$ cat src/rtl/dcd_rr_arbiter_if.sv
// Request/grant bundle between the eight requesters and the decoder arbiter.
interface dcd_rr_arbiter_if;

  logic [7:0] req;         // level request per requester
  logic [2:0] gnt_idx;     // decoder select, index of current owner
  logic       gnt_en;      // decoder enable
  logic [7:0] gnt_onehot;  // decoded grant, (1 << gnt_idx) when enabled
  logic       preempt;     // one-cycle pulse on hold-limit rotation

  // Arbiter side: consumes requests, produces the grant.
  modport master (
    input  req,
    output gnt_idx,
    output gnt_en,
    output gnt_onehot,
    output preempt
  );

  // Requester/decoder side: produces requests, observes the grant.
  modport slave (
    output req,
    input  gnt_idx,
    input  gnt_en,
    input  gnt_onehot,
    input  preempt
  );

endinterface

$ cat src/rtl/dcd_rr_arbiter.sv
// Round-robin arbiter sharing one 3-to-8 decoder among eight requesters.
// The owner keeps the grant while it requests; a hold-limit counter forces
// rotation when others are waiting, so nobody starves. All outputs registered.
module dcd_rr_arbiter #(
  parameter int unsigned MAX_HOLD = 8,
  parameter int unsigned HOLD_W   = 4
) (
  input  logic             clk,
  input  logic             rst_n,
  dcd_rr_arbiter_if.master bus
);

  localparam int unsigned N_REQ = 8;
  localparam int unsigned IDX_W = 3;
  localparam logic [HOLD_W-1:0] HOLD_LAST = HOLD_W'(MAX_HOLD - 1);

  typedef enum logic [0:0] {
    ST_IDLE  = 1'b0,
    ST_GRANT = 1'b1
  } state_e;

  state_e             state_q, state_d;
  logic [IDX_W-1:0]   ptr_q, ptr_d;
  logic [HOLD_W-1:0]  hold_q, hold_d;
  logic [IDX_W-1:0]   idx_q, idx_d;
  logic               en_q, en_d;
  logic [N_REQ-1:0]   onehot_q, onehot_d;
  logic               pre_q, pre_d;

  logic [N_REQ-1:0]   owner_mask_c;
  logic [N_REQ-1:0]   others_c;
  logic [IDX_W:0]     pick_all_c;
  logic [IDX_W:0]     pick_others_c;

  // Round-robin pick: first set bit scanning base+1 .. base+8 (mod 8).
  // Returns {found, index}.
  function automatic logic [IDX_W:0] rr_pick(input logic [N_REQ-1:0] vec,
                                             input logic [IDX_W-1:0] base);
    logic             found;
    logic [IDX_W-1:0] win;
    logic [IDX_W-1:0] cand;
    found = 1'b0;
    win   = '0;
    for (int k = 1; k <= int'(N_REQ); k++) begin
      cand = base + IDX_W'(k);
      if (!found && vec[cand]) begin
        found = 1'b1;
        win   = cand;
      end
    end
    return {found, win};
  endfunction

  // Search candidates for the current cycle: full request set and the
  // request set with the current owner removed.
  always_comb begin
    owner_mask_c  = N_REQ'(1) << idx_q;
    others_c      = bus.req & ~owner_mask_c;
    pick_all_c    = rr_pick(bus.req, ptr_q);
    pick_others_c = rr_pick(others_c, ptr_q);
  end

  // Next-state and next-output logic.
  always_comb begin
    state_d = state_q;
    ptr_d   = ptr_q;
    hold_d  = hold_q;
    idx_d   = idx_q;
    en_d    = en_q;
    pre_d   = 1'b0;

    unique case (state_q)
      ST_IDLE: begin
        if (pick_all_c[IDX_W]) begin
          state_d = ST_GRANT;
          idx_d   = pick_all_c[IDX_W-1:0];
          ptr_d   = pick_all_c[IDX_W-1:0];
          en_d    = 1'b1;
          hold_d  = '0;
        end
      end

      ST_GRANT: begin
        if (!bus.req[idx_q]) begin
          // Owner released: hand over in the same edge, or go idle.
          if (pick_all_c[IDX_W]) begin
            idx_d  = pick_all_c[IDX_W-1:0];
            ptr_d  = pick_all_c[IDX_W-1:0];
            hold_d = '0;
          end else begin
            state_d = ST_IDLE;
            en_d    = 1'b0;
            hold_d  = '0;
          end
        end else if ((hold_q == HOLD_LAST) && (|others_c)) begin
          // Hold limit reached with others waiting: force rotation.
          idx_d  = pick_others_c[IDX_W-1:0];
          ptr_d  = pick_others_c[IDX_W-1:0];
          hold_d = '0;
          pre_d  = 1'b1;
        end else if (hold_q != HOLD_LAST) begin
          hold_d = hold_q + HOLD_W'(1);
        end
      end

      default: begin
        state_d = ST_IDLE;
        en_d    = 1'b0;
      end
    endcase

    onehot_d = en_d ? (N_REQ'(1) << idx_d) : '0;
  end

  // State and output registers; reset clears the grant immediately.
  always_ff @(posedge clk or negedge rst_n) begin
    if (!rst_n) begin
      state_q  <= ST_IDLE;
      ptr_q    <= IDX_W'(N_REQ - 1);
      hold_q   <= '0;
      idx_q    <= '0;
      en_q     <= 1'b0;
      onehot_q <= '0;
      pre_q    <= 1'b0;
    end else begin
      state_q  <= state_d;
      ptr_q    <= ptr_d;
      hold_q   <= hold_d;
      idx_q    <= idx_d;
      en_q     <= en_d;
      onehot_q <= onehot_d;
      pre_q    <= pre_d;
    end
  end

  assign bus.gnt_idx    = idx_q;
  assign bus.gnt_en     = en_q;
  assign bus.gnt_onehot = onehot_q;
  assign bus.preempt    = pre_q;

endmodule

$ cat src/flat_wrapper.sv
// flat-port wrapper written by rule: the top's interface ports become plain ports
module dcd_rr_arbiter_flat 
#(
  parameter int unsigned MAX_HOLD = 8,
  parameter int unsigned HOLD_W   = 4
)
  (clk, rst_n, bus_req, bus_gnt_idx, bus_gnt_en, bus_gnt_onehot, bus_preempt);
  dcd_rr_arbiter_if bus_i ();
  input  logic clk;
  input  logic rst_n;
  input wire logic [$bits(bus_i.req)-1:0] bus_req;
  output wire logic [$bits(bus_i.gnt_idx)-1:0] bus_gnt_idx;
  output wire logic [$bits(bus_i.gnt_en)-1:0] bus_gnt_en;
  output wire logic [$bits(bus_i.gnt_onehot)-1:0] bus_gnt_onehot;
  output wire logic [$bits(bus_i.preempt)-1:0] bus_preempt;
  assign bus_i.req = bus_req;
  assign bus_gnt_idx = bus_i.gnt_idx;
  assign bus_gnt_en = bus_i.gnt_en;
  assign bus_gnt_onehot = bus_i.gnt_onehot;
  assign bus_preempt = bus_i.preempt;
  dcd_rr_arbiter #(.MAX_HOLD(MAX_HOLD), .HOLD_W(HOLD_W)) u_core (.clk(clk), .rst_n(rst_n), .bus(bus_i));
endmodule
$ cat config.mk
export PLATFORM = sky130hd
export DESIGN_NAME = dcd_rr_arbiter_flat
export DESIGN_NICKNAME = d
export VERILOG_FILES = /design/src/rtl/dcd_rr_arbiter_if.sv /design/src/rtl/dcd_rr_arbiter.sv /design/src/flat_wrapper.sv
export SDC_FILE = /design/constraint.sdc
export NUM_CORES = 1
export LEC_CHECK = 0
export BUFFER_PORTS_ARGS = -buffer_cell sky130_fd_sc_hd__buf_2
export CORE_UTILIZATION = 40
export CTS_CLUSTER_SIZE = 24
export DETAILED_ROUTE_END_ITERATION = 10
export PLACE_DENSITY = 0.57
export SETUP_SLACK_MARGIN = 0.1
export SLEW_MARGIN = 30
export SYNTH_ARGS = -nofsm -noshare
export SYNTH_HDL_FRONTEND = slang
export SYNTH_SLANG_ARGS = --single-unit
$ cat constraint.sdc
create_clock -name clk -period 7.7 [get_ports clk]
set_clock_uncertainty 0.1 [all_clocks]
set_input_delay 0.385 -clock clk [delete_from_list [all_inputs] [get_ports clk]]
set_output_delay 0.385 -clock clk [all_outputs]
set_load 0.01 [all_outputs]
======== Word-level counts from Yosys, hierarchy flattened ========
Index checks and enable logic that the tools add are counted.
cells by class
  add/sub/neg operators ................... 8
  $lt $le $gt $ge ......................... 9
  eq/ne operators ......................... 5
  shift operators ......................... 2
  muxes and demuxes ....................... 89
  bitwise gates (word level) .............. 3
  reduce and logical (&&, ||, !) cells .... 31
operators by type and width
  operator               number
  $mux W3                22
  $bmux W1 S3            17
  $mux W1                40
  $lt A3 B4 Y1 const B   9
  $mux W4                4
  $shl A1 B3 Y8 const A  2
  $logic_and A1 B1 Y1    15
  $logic_not A1 Y1       14
  $add A3 B3 Y3 const B  4
  $pmux W3 S2            2
  $and A8 B8 Y8          1
  $mux W8                1
  $not A8 Y8             1
  $pmux W4 S2            1
  $reduce_or A8 Y1       1
  $add A3 B2 Y3 const B  2
  $add A4 B1 Y4 const B  1
  $eq A4 B3 Y1 const B   1
  $ne A4 B3 Y1 const B   1
  $ne A4 B4 Y1 const B   1
  $pmux W1 S2            2
  $add A3 B1 Y3 const B  1
  $ne A3 B3 Y1 const B   1
  $ne A2 B1 Y1 const B   1
  2 further kinds        2
word-level totals
  register bits after elaboration ......... 21
  input bits .............................. 10
  output and inout bits ................... 13

======== Logic depth before layout (Yosys ltp) ========
  depth in word-level cells ............... 32
  depth in mapped cells ................... 17
  depth with buffers taken out ............ 12

======== Least setup slack after synthesis ========
No wires, ideal clock.
  path type ............................... register to register
  start ................................... register u_core.ptr_q[0]
  end ..................................... register u_core.onehot_q[4], in the netlist u_core.bus.gnt_onehot[4]
  library setup time ...................... 86 ps
  arrival time ............................ 4554 ps
  slack ................................... 2960 ps
  cell stages (with the launch flop) ...... 16
  path buffers ............................ 5
  period minus slack after synthesis ...... 4740 ps
  cell sequence ........................... dfstp_2 > clkbuf_1 > buf_2 > inv_2 > clkbuf_1 > ha_1 > clkbuf_1 > xor2_1 > mux4_2 > or4_1 > buf_2 > or4_1 > o211ai_1 > and4_4 > inv_2 > nor3_1
on the way
  longest elaborated chain between the ends .. 30
  elaborated cells between the ends (all ways) .. 108
  classes of those cells .................. add/sub: 7; shift: 1; mux: 72; reduce/logical: 28
RTL lines
  item                                RTL line                                                          RTL
  from (decl)                         dcd_rr_arbiter.sv:23                                              logic [IDX_W-1:0] ptr_q, ptr_d;
  from (signal assigned)              dcd_rr_arbiter.sv:119                                             ptr_q <= IDX_W'(N_REQ - 1);
  from (signal assigned)              dcd_rr_arbiter.sv:127                                             ptr_q <= ptr_d;
  $add A3 B1 Y3                       dcd_rr_arbiter.sv:45                                              cand = base + IDX_W'(k);
  $bmux W1 S3                         dcd_rr_arbiter.sv:46                                              if (!found && vec[cand]) begin
  $mux W1 (implied by the code)       dcd_rr_arbiter.sv:46
  $mux W1                             dcd_rr_arbiter.sv:46
  $logic_not A1 Y1                    dcd_rr_arbiter.sv:46
  $logic_and A1 B1 Y1                 dcd_rr_arbiter.sv:46
  $mux W1                             dcd_rr_arbiter.sv:46
  $logic_not A1 Y1                    dcd_rr_arbiter.sv:46
  (+16 left out)                      -
  $mux W3 or $mux W1 (tied branches)  dcd_rr_arbiter.sv:46
  $mux W3 (on tied branches)          dcd_rr_arbiter.sv:74, dcd_rr_arbiter.sv:86, dcd_rr_arbiter.sv:95
  $mux W3                             dcd_rr_arbiter.sv:84                                              if (!bus.req[idx_q]) begin
  $pmux W3 S2 (*)                     dcd_rr_arbiter.sv:72                                              unique case (state_q)
  net u_core.idx_d[1]                 dcd_rr_arbiter.sv:25                                              logic [IDX_W-1:0] idx_q, idx_d;
  $shl A1 B3 Y8 (*)                   dcd_rr_arbiter.sv:112                                             onehot_d = en_d ? (N_REQ'(1) << idx_d) : '0;
  $mux W8 (*)                         dcd_rr_arbiter.sv:112
  net u_core.onehot_d[4]              dcd_rr_arbiter.sv:27                                              logic [N_REQ-1:0] onehot_q, onehot_d;
  to (signal assigned)                dcd_rr_arbiter.sv:131                                             onehot_q <= onehot_d;
  to (decl)                           dcd_rr_arbiter.sv:27
Mark *: on every way through the listed nets, which the timed path passes. The rest lies on a longest branch. The select of a mux whose other input is x is not followed.
A chain may end at the register's enable or synchronous reset.

======== Worst setup path after layout ========
  start ................................... register u_core.ptr_q[1]
  end ..................................... register u_core.onehot_q[2], in the netlist u_core.bus.gnt_onehot[2]
Same word-level chain as after synthesis.

==> summary.txt <==
Status: completed
Reg2reg start: u_core.ptr_q[1]$_DFFE_PN1P_
Port bufs: 22
Site Rows: 31
Max-cap check violation count: 0
Worst slew margin: 38.1%
Reg2Reg Depth: 12
Max Fclk: 202 MHz
Crit path launch type: flop
Final setup margin: 2.76 ns
Distinct cell type count after synthesis: 76
Reg-to-reg setup timing slack: 2.76 ns
Worst min-delay path endpoint: u_core.hold_q[2]$_DFFE_PN0P_
Share of cells above drive strength 1: 19.7%
Die area: 0.00790 mm^2
Sequential share of the synthesized area: 17.5%
Die Height: 88.9 um
Nets: 380
Mapped Cells: 368
Max Slew Vio Count: 0
CTS Buf Count: 3
Yosys warns: 0
Largest net degree at the start of global routing: 44
Final wirelength: 8820 um
Vias per std cell: 6.40
Hold slack final: 0.401 ns
Hold Crit Start: u_core.hold_q[2]$_DFFE_PN0P_
Final setup fails: 0
Fin Setup TNS: 0 ns
Synthesized area: 0.00302 mm^2
Worst Path Max Fanout: 37
Post-route ant nets: 0
CTS root buf: clkbuf_8
Synth Flop Type: dfrtp_1
Unrepaired setup endpoints after global routing: no
Post-synth EDFFs: 0
Number of antenna violations at the first check in global routing: 0
DP Area: 0.00313 mm^2
GP Congestion: 0.901
DR DRC count: 0
Number of global-route vias before repair: 2827
Final HPWL DP: 6550 um
H-tree Lvls: 1
Pre-antenna DRT Iters: 5
Final Cell Area: 0.00318 mm^2
FF+latch count, synth: 21
Pre-CTS setup slack: 2.83 ns
CP Data Arrival Time: 5.01 ns
Antenna fix cells: 0
Min cycle time layout: 4.94 ns
Ys async rst share: 100%
Critical path capture point type: flop
Gr usage total: 24.0%
DR iter-0 viols: 257
Crit path kind: flop to flop
Fin crit share: 64.2%
Synth Area per Inst: 8.21 um^2
CTS max path bufs: 2
Hold Crit Class: flop to flop
Core ar.: 0.00729 mm^2
RR Endpoint: u_core.bus.gnt_onehot[2]$_DFF_PN0_
Reg clk slew, reported paths: 0.07 ns
Worst Path Required: 7.77 ns
Cts repair resizes: 0
Hold-critical path depth: 1
Via count: 2978
Die Wd: 88.9 um
IO Count: 23
Gr ovfl total: 0
DR WL/cell: 19.0 um
CTS tree: yes
CTS sink count: 21
Worst-skew pair later-pin latency: 0.26 ns
Actual slew at the worst max-slew pin: 0.925 ns
Final hold vios: 0
First-pass GRT wire length: 14500 um
Area grow syn2layout: 5.43%
Net Count, Synth: 381
Initial core utilization: 41.4%
[final cells by class]
cell class / instances / area, um^2
clock buffers: 3 / 41.3
clock inverters: 1 / 5.00
fillers: 777 / 4110
inverters: 12 / 45.0
multi-input cells: 303 / 2300
flip-flops and latches: 21 / 529
well taps: 99 / 124
repair buffers: 26 / 143
[layout by cell type (no fill, tap or decap), types with 4 or more instances in the layout]
| cell type | instances |
|---|---|
| mux4_2 | 16 |
| o211ai_1 | 6 |
| nand3b_1 | 5 |
| nand4_1 | 4 |
| mux2_2 | 6 |
| o21ai_1 | 8 |
| nor2b_1 | 5 |
| a22oi_1 | 7 |
| mux2i_1 | 10 |
| nor3_1 | 11 |
| inv_1 | 8 |
| dfrtp_1 | 18 |
| nor2_1 | 28 |
| nand2_1 | 43 |
| a211oi_1 | 5 |
| o22ai_1 | 12 |
| nand3_1 | 10 |
| nand2b_1 | 11 |
| buf_2 | 22 |
| a21oi_1 | 17 |
| o21ai_0 | 11 |
| o221ai_1 | 8 |
[synth_stat cells (4+ instances only)]
library cell  number  share of area [%]
a22oi_1            7                1.7
a211oi_1           5                1.2
nand2b_1          11                2.3
inv_1              8               0.99
nand3b_1           5                1.2
nand2_1           43                5.3
o22ai_1           12                2.5
mux2_2             6                2.2
buf_2              5               0.83
nor3_1            11                1.8
o221ai_1           8                2.3
o211ai_1           6                1.5
mux4_2            16                 12
nand4_1            4               0.83
o21ai_1            8                1.3
dfrtp_1           18                 15
nand3_1           10                1.7
o21ai_0           11                1.8
clkbuf_1          22                2.7
nor2_1            28                3.5
a21oi_1           17                2.8
nor2b_1            5                1.0
mux2i_1           10                3.3
[per-layer routing]
layer	up-vias	GRT usage, %	wire (um)
li1	1431	-	-
met1	1404	33.7	3810
met2	123	36.9	4030
met3	20	2.95	646
met4	0	11.0	337
met5	-	0	0
[stage by stage]
stage | cells | util (%)
floorplan | 368 | -
global placement | 460 | 42.9
detailed placement | 460 | 42.9
CTS | 465 | 43.7
global route | 465 | 43.7
finish | 465 | 43.7
[state kept, by name, indices dropped and copies added (netlist names)]
signal                 count
u_core.bus.gnt_onehot      8
u_core.bus.gnt_idx         3
u_core.bus.gnt_en          1
u_core.bus.preempt         1
u_core.ptr_q               3
u_core.hold_q              4
u_core.state_q             1
[cells by family (layout without fill, tap and decap cells)]
logic type,count (synthesis),count (layout),synth area share (%)
XOR/XNOR,5,5,1.45
adder cells (fa/ha/maj),3,3,1.24
AND/OR/NAND/NOR,144,144,26.2
AO/OA/AOI/OAI,117,117,29.0
flip-flops,21,21,17.5
buffers and inverters,44,42,6.42
multiplexers,34,34,18.2
[repair_timing]
action	4_1_cts	5_1_grt
hold endpoints to repair	18	0
hold buffers	1	0
buffers inserted	0	0
[worst max-delay path, stage by stage, from the launching register on]
cell and delay (ns):
dfstp_2 0.52, buf_4 0.37, inv_1 0.27, ha_1 0.37, xor2_1 0.66, mux4_2 0.65
or4_1 0.66, nor3_2 0.28, a21bo_1 0.14, a211oi_1 0.07, a311oi_4 0.41, inv_2 0.11
nor3_1 0.21
[worst max path at each step]
| stage | start | to | cells after the start |
|---|---|---|---|
| finish | u_core.ptr_q[1]$_DFFE_PN1P_ | u_core.bus.gnt_onehot[2]$_DFF_PN0_ | 12 |
| global route | u_core.ptr_q[0]$_DFFE_PN1P_ | u_core.bus.gnt_onehot[2]$_DFF_PN0_ | 12 |
| CTS | u_core.ptr_q[0]$_DFFE_PN1P_ | u_core.bus.gnt_onehot[2]$_DFF_PN0_ | 12 |
| detailed placement | u_core.ptr_q[0]$_DFFE_PN1P_ | u_core.bus.gnt_onehot[2]$_DFF_PN0_ | 12 |
| global placement | u_core.ptr_q[0]$_DFFE_PN1P_ | u_core.bus.gnt_onehot[1]$_DFF_PN0_ | 11 |
| floorplan | u_core.ptr_q[0]$_DFFE_PN1P_ | u_core.bus.gnt_onehot[4]$_DFF_PN0_ | 15 |
Power is left out: the tool's default activity adds up to more than one toggle a clock period on the data nets, which glitch-free logic cannot reach.
